`src/rtl/rgb_bit_depth_reducer_pkg.sv`:
```
// Shared constants and types for the RGB bit-depth reducer.
// Holds the dither LFSR constants, the sideband bundle and the rounding setup.
package rgb_bit_depth_reducer_pkg;

  localparam int unsigned LFSR_W = 16;
  localparam logic [LFSR_W-1:0] LFSR_SEED = 16'hACE1;
  // Taps 16,14,13,11 of a left-shifting Fibonacci LFSR
  localparam logic [LFSR_W-1:0] LFSR_TAPS = 16'hB400;

  typedef struct packed {
    logic last;
    logic user;
    logic dest;
    logic id;
  } side_t;

  typedef struct packed {
    int unsigned d;
    int unsigned k;
  } round_cfg_t;

  // d = dropped LSBs, k = half-LSB rounding offset
  function automatic round_cfg_t round_cfg(
    input int unsigned in_w,
    input int unsigned out_w
  );
    round_cfg_t c;
    c.d = (in_w > out_w) ? in_w - out_w : 0;
    c.k = (c.d == 0) ? 0 : (32'd1 << (c.d - 1));
    return c;
  endfunction

endpackage

```
`src/rtl/rgb_bit_depth_reducer_if.sv`:
```
// AXI4-Stream video bundle used on both sides of the reducer.
// master drives tvalid/tdata/sideband and samples tready; slave the reverse.
interface rgb_bit_depth_reducer_if #(
  parameter int DATA_W = 32
) ();

  logic              tvalid;
  logic              tready;
  logic [DATA_W-1:0] tdata;
  logic [DATA_W/8-1:0] tstrb;
  logic [DATA_W/8-1:0] tkeep;
  logic              tlast;
  logic              tuser;
  logic              tdest;
  logic              tid;

  modport master (
    output tvalid, tdata, tstrb, tkeep,
    output tlast, tuser, tdest, tid,
    input  tready
  );

  modport slave (
    input  tvalid, tdata, tstrb, tkeep,
    input  tlast, tuser, tdest, tid,
    output tready
  );

endinterface

```
`src/rtl/rgb_channel_rounder.sv`:
```
// One colour channel: add rounding offset (stage 1), shift and saturate (stage 2).
// Ports: clk/rst, en1/en2 stage loads, x input pixel, k offset, y output pixel.
module rgb_channel_rounder #(
  parameter int IN_W  = 10,
  parameter int OUT_W = 8
) (
  input  logic             clk,
  input  logic             rst,
  input  logic             en1,
  input  logic             en2,
  input  logic [IN_W-1:0]  x,
  input  logic [IN_W-1:0]  k,
  output logic [OUT_W-1:0] y
);

  localparam int D = IN_W - OUT_W;

  logic [IN_W:0]    s_q;
  logic [IN_W:0]    sh;
  logic [OUT_W-1:0] y_d;

  always_ff @(posedge clk or posedge rst) begin
    if (rst) begin
      s_q <= '0;
    end else if (en1) begin
      s_q <= {1'b0, x} + {1'b0, k};
    end
  end

  assign sh  = s_q >> D;
  // Any bit at or above OUT_W means the rounded value overflowed
  assign y_d = (|sh[IN_W:OUT_W]) ? '1 : sh[OUT_W-1:0];

  always_ff @(posedge clk or posedge rst) begin
    if (rst) begin
      y <= '0;
    end else if (en2) begin
      y <= y_d;
    end
  end

endmodule

```
`src/rtl/rgb_bit_depth_reducer.sv`:
```
// Packed RGB AXI4-Stream bit-depth reducer, round-half-up with saturation.
// Ports: clk_i, rst_i (async high), video_i (slave), video_o (master). Macro: RGB_BIT_DEPTH_REDUCER_DITHER_EN.
module rgb_bit_depth_reducer
  import rgb_bit_depth_reducer_pkg::*;
#(
  parameter int IN_PX_WIDTH      = 10,
  parameter int OUT_PX_WIDTH     = 8,
  parameter int RX_TDATA_WIDTH   = ((IN_PX_WIDTH * 3 + 7) / 8) * 8,
  parameter int TX_TDATA_WIDTH   = ((OUT_PX_WIDTH * 3 + 7) / 8) * 8,
  parameter int RX_TDATA_WIDTH_B = RX_TDATA_WIDTH / 8,
  parameter int TX_TDATA_WIDTH_B = TX_TDATA_WIDTH / 8
) (
  input  logic clk_i,
  input  logic rst_i,
  rgb_bit_depth_reducer_if.slave  video_i,
  rgb_bit_depth_reducer_if.master video_o
);

  if (OUT_PX_WIDTH > IN_PX_WIDTH) begin : g_bad_cfg
    $error("OUT_PX_WIDTH must not exceed IN_PX_WIDTH");
  end

  localparam round_cfg_t CFG = round_cfg(IN_PX_WIDTH, OUT_PX_WIDTH);
  localparam int D = int'(CFG.d);

  logic s1_valid;
  logic s2_valid;
  logic s1_adv;
  logic s2_adv;
  logic in_fire;
  side_t in_side;
  side_t s1_side;
  side_t s2_side;
  logic [IN_PX_WIDTH-1:0]  k_val;
  logic [OUT_PX_WIDTH-1:0] y [3];
  logic [TX_TDATA_WIDTH-1:0] tx_data;
  logic unused_in;

  assign s2_adv  = !s2_valid || video_o.tready;
  assign s1_adv  = !s1_valid || s2_adv;
  assign video_i.tready = s1_adv && !rst_i;
  assign in_fire = video_i.tvalid && video_i.tready;

  assign in_side = '{
    last: video_i.tlast,
    user: video_i.tuser,
    dest: video_i.tdest,
    id:   video_i.tid
  };

  assign unused_in = ^{video_i.tstrb, video_i.tkeep, video_i.tdata};

  always_ff @(posedge clk_i or posedge rst_i) begin
    if (rst_i) begin
      s1_valid <= 1'b0;
      s2_valid <= 1'b0;
      s1_side  <= '0;
      s2_side  <= '0;
    end else begin
      if (s1_adv) begin
        s1_valid <= in_fire;
        if (in_fire) s1_side <= in_side;
      end
      if (s2_adv) begin
        s2_valid <= s1_valid;
        if (s1_valid) s2_side <= s1_side;
      end
    end
  end

`ifdef RGB_BIT_DEPTH_REDUCER_DITHER_EN
  if (D > 0) begin : g_dither
    logic [LFSR_W-1:0] lfsr_q;
    logic [LFSR_W-1:0] lfsr_cur;

    // A start-of-frame beat restarts the sequence and uses the seed itself
    assign lfsr_cur = video_i.tuser ? LFSR_SEED : lfsr_q;

    always_ff @(posedge clk_i or posedge rst_i) begin
      if (rst_i) begin
        lfsr_q <= LFSR_SEED;
      end else if (in_fire) begin
        lfsr_q <= {lfsr_cur[LFSR_W-2:0], ^(lfsr_cur & LFSR_TAPS)};
      end
    end

    always_comb begin
      k_val = '0;
      k_val[D-1:0] = lfsr_cur[D-1:0];
    end
  end else begin : g_no_dither
    assign k_val = '0;
  end
`else
  assign k_val = IN_PX_WIDTH'(CFG.k);
`endif

  for (genvar c = 0; c < 3; c++) begin : g_ch
    rgb_channel_rounder #(
      .IN_W  (IN_PX_WIDTH),
      .OUT_W (OUT_PX_WIDTH)
    ) u_rnd (
      .clk (clk_i),
      .rst (rst_i),
      .en1 (in_fire),
      .en2 (s2_adv && s1_valid),
      .x   (video_i.tdata[c*IN_PX_WIDTH +: IN_PX_WIDTH]),
      .k   (k_val),
      .y   (y[c])
    );
  end

  always_comb begin
    tx_data = '0;
    for (int c = 0; c < 3; c++) begin
      tx_data[c*OUT_PX_WIDTH +: OUT_PX_WIDTH] = y[c];
    end
  end

  assign video_o.tvalid = s2_valid;
  assign video_o.tdata  = tx_data;
  assign video_o.tstrb  = '1;
  assign video_o.tkeep  = '1;
  assign video_o.tlast  = s2_side.last;
  assign video_o.tuser  = s2_side.user;
  assign video_o.tdest  = s2_side.dest;
  assign video_o.tid    = s2_side.id;

endmodule

```
`src/flat_wrapper.sv`:
```
// flat-port wrapper written by rule: the top's interface ports become plain ports
module rgb_bit_depth_reducer_flat import rgb_bit_depth_reducer_pkg::*;
#(
  parameter int IN_PX_WIDTH      = 10,
  parameter int OUT_PX_WIDTH     = 8,
  parameter int RX_TDATA_WIDTH   = ((IN_PX_WIDTH * 3 + 7) / 8) * 8,
  parameter int TX_TDATA_WIDTH   = ((OUT_PX_WIDTH * 3 + 7) / 8) * 8,
  parameter int RX_TDATA_WIDTH_B = RX_TDATA_WIDTH / 8,
  parameter int TX_TDATA_WIDTH_B = TX_TDATA_WIDTH / 8
)
  (clk_i, rst_i, video_i_tvalid, video_i_tdata, video_i_tstrb, video_i_tkeep, video_i_tlast, video_i_tuser, video_i_tdest, video_i_tid, video_i_tready, video_o_tvalid, video_o_tdata, video_o_tstrb, video_o_tkeep, video_o_tlast, video_o_tuser, video_o_tdest, video_o_tid, video_o_tready);
  rgb_bit_depth_reducer_if #(.DATA_W(32)) video_i_i ();
  rgb_bit_depth_reducer_if #(.DATA_W(24)) video_o_i ();
  input  logic clk_i;
  input  logic rst_i;
  input wire logic [$bits(video_i_i.tvalid)-1:0] video_i_tvalid;
  input wire logic [$bits(video_i_i.tdata)-1:0] video_i_tdata;
  input wire logic [$bits(video_i_i.tstrb)-1:0] video_i_tstrb;
  input wire logic [$bits(video_i_i.tkeep)-1:0] video_i_tkeep;
  input wire logic [$bits(video_i_i.tlast)-1:0] video_i_tlast;
  input wire logic [$bits(video_i_i.tuser)-1:0] video_i_tuser;
  input wire logic [$bits(video_i_i.tdest)-1:0] video_i_tdest;
  input wire logic [$bits(video_i_i.tid)-1:0] video_i_tid;
  output wire logic [$bits(video_i_i.tready)-1:0] video_i_tready;
  output wire logic [$bits(video_o_i.tvalid)-1:0] video_o_tvalid;
  output wire logic [$bits(video_o_i.tdata)-1:0] video_o_tdata;
  output wire logic [$bits(video_o_i.tstrb)-1:0] video_o_tstrb;
  output wire logic [$bits(video_o_i.tkeep)-1:0] video_o_tkeep;
  output wire logic [$bits(video_o_i.tlast)-1:0] video_o_tlast;
  output wire logic [$bits(video_o_i.tuser)-1:0] video_o_tuser;
  output wire logic [$bits(video_o_i.tdest)-1:0] video_o_tdest;
  output wire logic [$bits(video_o_i.tid)-1:0] video_o_tid;
  input wire logic [$bits(video_o_i.tready)-1:0] video_o_tready;
  assign video_i_i.tvalid = video_i_tvalid;
  assign video_i_i.tdata = video_i_tdata;
  assign video_i_i.tstrb = video_i_tstrb;
  assign video_i_i.tkeep = video_i_tkeep;
  assign video_i_i.tlast = video_i_tlast;
  assign video_i_i.tuser = video_i_tuser;
  assign video_i_i.tdest = video_i_tdest;
  assign video_i_i.tid = video_i_tid;
  assign video_i_tready = video_i_i.tready;
  assign video_o_tvalid = video_o_i.tvalid;
  assign video_o_tdata = video_o_i.tdata;
  assign video_o_tstrb = video_o_i.tstrb;
  assign video_o_tkeep = video_o_i.tkeep;
  assign video_o_tlast = video_o_i.tlast;
  assign video_o_tuser = video_o_i.tuser;
  assign video_o_tdest = video_o_i.tdest;
  assign video_o_tid = video_o_i.tid;
  assign video_o_i.tready = video_o_tready;
  rgb_bit_depth_reducer #(.IN_PX_WIDTH(IN_PX_WIDTH), .OUT_PX_WIDTH(OUT_PX_WIDTH), .RX_TDATA_WIDTH(RX_TDATA_WIDTH), .TX_TDATA_WIDTH(TX_TDATA_WIDTH), .RX_TDATA_WIDTH_B(RX_TDATA_WIDTH_B), .TX_TDATA_WIDTH_B(TX_TDATA_WIDTH_B)) u_core (.clk_i(clk_i), .rst_i(rst_i), .video_i(video_i_i), .video_o(video_o_i));
endmodule
```
`config.mk`:
```
export PLATFORM = sky130hd
export DESIGN_NAME = rgb_bit_depth_reducer_flat
export DESIGN_NICKNAME = d
export VERILOG_FILES = /design/src/rtl/rgb_bit_depth_reducer_pkg.sv /design/src/rtl/rgb_bit_depth_reducer_if.sv /design/src/rtl/rgb_channel_rounder.sv /design/src/rtl/rgb_bit_depth_reducer.sv /design/src/flat_wrapper.sv
export SDC_FILE = /design/constraint.sdc
export NUM_CORES = 1
export LEC_CHECK = 0
export CORE_AREA = 8 8 67 127
export CTS_BUF_LIST = sky130_fd_sc_hd__clkbuf_4 sky130_fd_sc_hd__clkbuf_8
export CTS_CLUSTER_DIAMETER = 30
export DETAILED_ROUTE_END_ITERATION = 7
export DIE_AREA = 0 0 75 135
export HOLD_SLACK_MARGIN = 0.1
export PLACE_DENSITY = 0.73
export SLEW_MARGIN = 20
export SYNTH_ARGS = -nofsm -noshare
export SYNTH_HDL_FRONTEND = slang
export SYNTH_SLANG_ARGS = --single-unit
export TNS_END_PERCENT = 30
```
`constraint.sdc`:
```
create_clock -name clk_i -period 2.6 [get_ports clk_i]
set_input_delay 0.52 -clock clk_i [delete_from_list [all_inputs] [get_ports clk_i]]
set_output_delay 0.52 -clock clk_i [all_outputs]
set_load 0.02 [all_outputs]
```
== After elaboration in Yosys (flattened, before gate mapping) ==
Index checks and enable logic that the tools add are counted.

* Reduce and logical (&&, ||, !) cells: 10
* Muxes and demuxes: 3
* Add/sub/neg operators: 3

{| class="wikitable"
|+ Operators by type and width
! operator !! count
|-
| 10-bit by 2-bit adder with 11-bit output (second input constant) || 3
|-
| 8-bit two-way mux || 3
|-
| 2-bit AND reduction || 2
|-
| 1-bit logical AND || 3
|-
| 1-bit zero test || 3
|-
| 1-bit logical OR || 2
|}

* Input port bits: 48
* Output and inout port bits: 36
* Bits in registers: 67
* Logic and storage cells: 32

== Logic depth before layout (Yosys ltp) ==
* Depth after elaboration: 6
* Mapped depth: 6
* Depth with buffers taken out: 4

== Modules after synthesis ==
A second synthesis with hierarchy kept.

* Cell total of the unflattened synthesis: 397
* Area, all modules: 3823.7 um^2

{| class="wikitable"
|+ Modules (own cells, without submodules)
! module !! seq. area each (um^2) !! times used !! area an instance (um^2) !! cells each
|-
| rgb_channel_rounder || 425.4 || 3 || 1108.6 || 120
|-
| rgb_bit_depth_reducer || 250.2 || 1 || 498.0 || 37
|}

== Least setup slack after synthesis ==
OpenSTA, ideal clock, no wires.

* Path type: input -> output
* Start point: input rst_i
* End point: output video_i_tready
* Cell stages on the path: 2
* Required time: 2.080 ns
* Slack: -0.109 ns
* Buffers on the path: 0
* Arrival time: 2.189 ns
* Cell sequence: inv_1 > and2_1

* Cells in the longest elaborated chain, start to end: 2

{| class="wikitable"
|+ RTL lines
! element !! line !! text
|-
| from (decl) || flat_wrapper.sv:15 || <nowiki>input logic rst_i;</nowiki>
|-
| 1-bit zero test || rgb_bit_depth_reducer.sv:41 || <nowiki>assign video_i.tready = s1_adv && !rst_i;</nowiki>
|-
| 1-bit logical AND || rgb_bit_depth_reducer.sv:41 ||
|-
| to (decl) || flat_wrapper.sv:24 || <nowiki>output wire logic [$bits(video_i_i.tready)-1:0] video_i_tready;</nowiki>
|}

No other way between the ends.

== Final worst setup path ==
* Start point: input video_o_tready
* End point: output video_i_tready

* Cells in the longest elaborated chain, start to end: 3

{| class="wikitable"
|+ RTL lines
! element !! line !! text
|-
| from (decl) || flat_wrapper.sv:33 || <nowiki>input wire logic [$bits(video_o_i.tready)-1:0] video_o_tready;</nowiki>
|-
| 1-bit logical OR || rgb_bit_depth_reducer.sv:39 || <nowiki>assign s2_adv = !s2_valid || video_o.tready;</nowiki>
|-
| 1-bit logical OR || rgb_bit_depth_reducer.sv:40 || <nowiki>assign s1_adv = !s1_valid || s2_adv;</nowiki>
|-
| 1-bit logical AND || rgb_bit_depth_reducer.sv:41 ||
|}

No other way between the ends.

==> metrics.md <==
| Metric | Value |
|---|---|
| Status | finished clean |
| Setup crit start kind | input pin |
| Seq cells post-synth | a little over 60 |
| Clock buffer count from CTS | 9 |
| Root Buffer Master | clkbuf_8 |
| Vias/cell | 5.166 |
| Pwr dens | roughly 770 nW/µm² |
| WP buf/inv | 2 |
| Worst Path Max Fanout | 2 |
| Slew @ Worst Pin | 0.7280 ns |
| Post-synthesis sequential area ratio | 52.41% |
| RSZ-0062 raised after global routing | false |
| Tmin final | approximately 2.4 ns |
| Crit. End Element | output pin |
| Commonest non-fill, non-tap cell in the layout | a21oi_1 |
| Clock-pin transition on the worst setup and hold timing paths | 0.06 ns |
| Min-Delay Path Class | reg -> reg |
| Max incr delay on CP | 0.60 ns |
| H-tree levels | 3 |
| Netlist cell types | 28 |
| Vias | 2,299 |
| Setup bufs post-CTS | 0 |
| Most used cell, CP | clkdlybuf4s50_1 |
| Final Skew | 0.007250 ns |
| Gr usage total | 12.87% |
| Share of the synthesized area in the top cell type | 52.41% |
| Final hold violations | 0 |
| Worst min-delay path endpoint | u_core.video_o.tlast |
| Final wirelength | 6364 µm |
| Data arrival time of the worst path | about 1.9 ns |
| Initial core utilization | a little over two fifths |
| FFs w/ async S/R, synth | 100.0% |
| Hold-fix buffers, CTS | 0 |
| Post-synth EDFFs | 0 |
| Most frequent cells in the layout | 78 x a21oi_1, 64 x clkdlybuf4s50_1, 61 x dfrtp_1 |
| Final #Nets | 401 |
| Drt drc | 0 |
| PostCTS Resize Cnt | 0 |
| CP required | 2.08 ns |
| Fmax | 415.9 MHz |
| Tot Pwr | 2.894 mW |
| Prevailing post-synth register cell | dfrtp_1 |
| DR pass1 iterations | 4 |
| Top cells by area, synth | dfrtp_1 52%, a21oi_1 13%, mux2_4 5.7%, nor2_1 3.1%, a31oi_1 2.6% |
| Fillers | 620 |
| Syn Std Cell Area | 2913 µm² |
| CTS sink cnt | 61 |
| Layout area overhead | 28.69% |
| Die H | 135 µm |
| Synth warn | 0 |
| Initial DRC count | 152 |
| Mean Syn Cell Area | 10.08 µm² |
| First-pass GRT wire length | a little over 10,000 µm |
| Layout cell share with drive strength beyond 1 | 11.27% |
| Top delay family on crit path | buffers and inverters |
| GP Congestion | 0.7542 |
| Largest net degree at the start of global routing | 62 |
| Initial antenna violation count | 0 |
| Area of the core | 6833 µm² |
| Setup Viol. Count Final | 0 |
| GRT Residual Overflow | 0 |
| Max Cap Viol | 0 |
| Max IR drop VDD | 0.3811 mV |
| CP max-delay cell | clkdlybuf4s50_1 |
| Cell taking the most area after synthesis | dfrtp_1 |
| Num rows | between 40 and 50 |
| Antenna Nets Post-Route | 0 |
| Reg-to-Reg End | u_core.g_ch[0].u_rnd.s_q[10] |
| Worst r2r path cells | 4 |
| Crit path cell chain | clkdlybuf4s50_1 > nand3b_4 > and2_1 > clkdlybuf4s50_1 |
| Period utilization | 92.47% |
| Ports | 84 |
| Hold_sp | u_core.video_o.tlast |
| Slew Viols, Final | 0 |
| Slack of the worst reg-to-reg path | 0.91 ns |
| Dpl hpwl | between 4000 and 5000 µm |
| Ant diodes | 0 |
| Vias in the first global route | 2,273 |
| Die ar. | 10,130 µm² |
| Reg-to-Reg Start | u_core.video_o.tvalid |
| Clock Path Buffers | 2 |
| Clock Latency Late Sink | 0.33 ns |
| Final setup TNS | 0 ns |
| Setup CP Type | in -> out |
| Die width | approximately 75 µm |
| Slew HR | 51.47% |
| Gate Count Post-Synth | 289 |
| CTS tree | built |
| LEAKAGE | 1.523 nW |
| Hold Path Stages | 1 |
| I/O Buffers | 64 |
| Drt wl/cell | roughly 14 µm |
[cells by family (layout without fill, tap and decap cells)]
family	after synthesis	in the layout	share of synthesized area [%]
xor gates and xnor gates	9	9	2.706
muxes	14	14	6.830
and+or+nand+nor	69	69	12.24
buffers and inverters	30	91	6.357
adders and majority gates	3	3	1.289
AOI/OAI and AO/OA	102	102	18.04
other	1	6	0.1287
DFF	61	61	52.41
[registers in the layout, summed over array words and instances, names as in the netlist]
register	count
u_core.video_o.tuser	1
u_core.s1_side	4
u_core.g_ch.u_rnd.y	24
u_core.video_o.tlast	1
u_core.video_o.tid	1
u_core.s1_valid	1
u_core.video_o.tvalid	1
u_core.g_ch.u_rnd.s_q	27
u_core.video_o.tdest	1
[stage by stage]
stage          cells  worst slack (ns)  cell area (µm²)  utilization, %  hold WS, ns
2_1_floorplan    294            0.2663             2935               -       0.4816
3_3_place_gp     429            0.2314             3567           52.21       0.4934
3_5_place_dp     429            0.2005             3567           52.21       0.4946
4_1_cts          445            0.1849             3749           54.86       0.5108
5_1_grt          445            0.1633             3749           54.86       0.5138
6_report         445            0.1958             3749           54.86       0.5103
[metal layers]
layer	wire length (µm)	GRT usage (%)	vias up
met5	0	0	-
met4	101	6.154	0
met3	397	4.012	7
met2	2916	20.07	85
met1	2948	15.31	1067
li1	-	-	1140
[report_power, final]
group / total, mW / switching, mW / internal [mW]
Clock: 0.740 / 0.337 / 0.403
Sequential: 1.27 / 0.117 / 1.15
Combinational: 0.887 / 0.450 / 0.437
Total: 2.89 / 0.903 / 1.99
[how the worst max path moves through the flow]
| stage | start | end | slack [ns] | depth (start not counted) |
|---|---|---|---|---|
| detailed placement | video_o_tready | video_i_tready | 0.20 | 4 |
| finish | video_o_tready | video_i_tready | 0.20 | 4 |
| global placement | rst_i | video_i_tready | 0.23 | 4 |
| global route | video_o_tready | video_i_tready | 0.16 | 4 |
| floorplan | rst_i | video_i_tready | 0.27 | 2 |
| CTS | video_o_tready | video_i_tready | 0.18 | 4 |
[cells in the mapped netlist, types with 2 or more instances]
cell type   n
a21oi_1    78
dfrtp_1    61
nor2_1     24
a31oi_1    12
o21ai_0    12
or3_1      12
mux2_4     11
nand3_1    11
clkbuf_1    8
buf_4       7
nand2_1     7
buf_6       6
inv_1       5
nand4_1     5
xor2_1      5
xnor2_1     4
buf_1       3
ha_1        3
mux2_2      3
and2_4      2
nand2b_1    2
nor3_1      2
[cell type report]
cell class              instances  area (µm²)  share of cell area, %
repair buffers                 70       685.7                  18.29
flip-flops and latches         61        1526                  40.72
clock buffers                  12       158.9                  4.239
multi-input cells             203        1220                  32.54
well taps                      90       112.6                  3.004
clock inverters                 4       22.52                 0.6008
inverters                       5       22.52                 0.6008
Power figures use the tool's default switching activity.
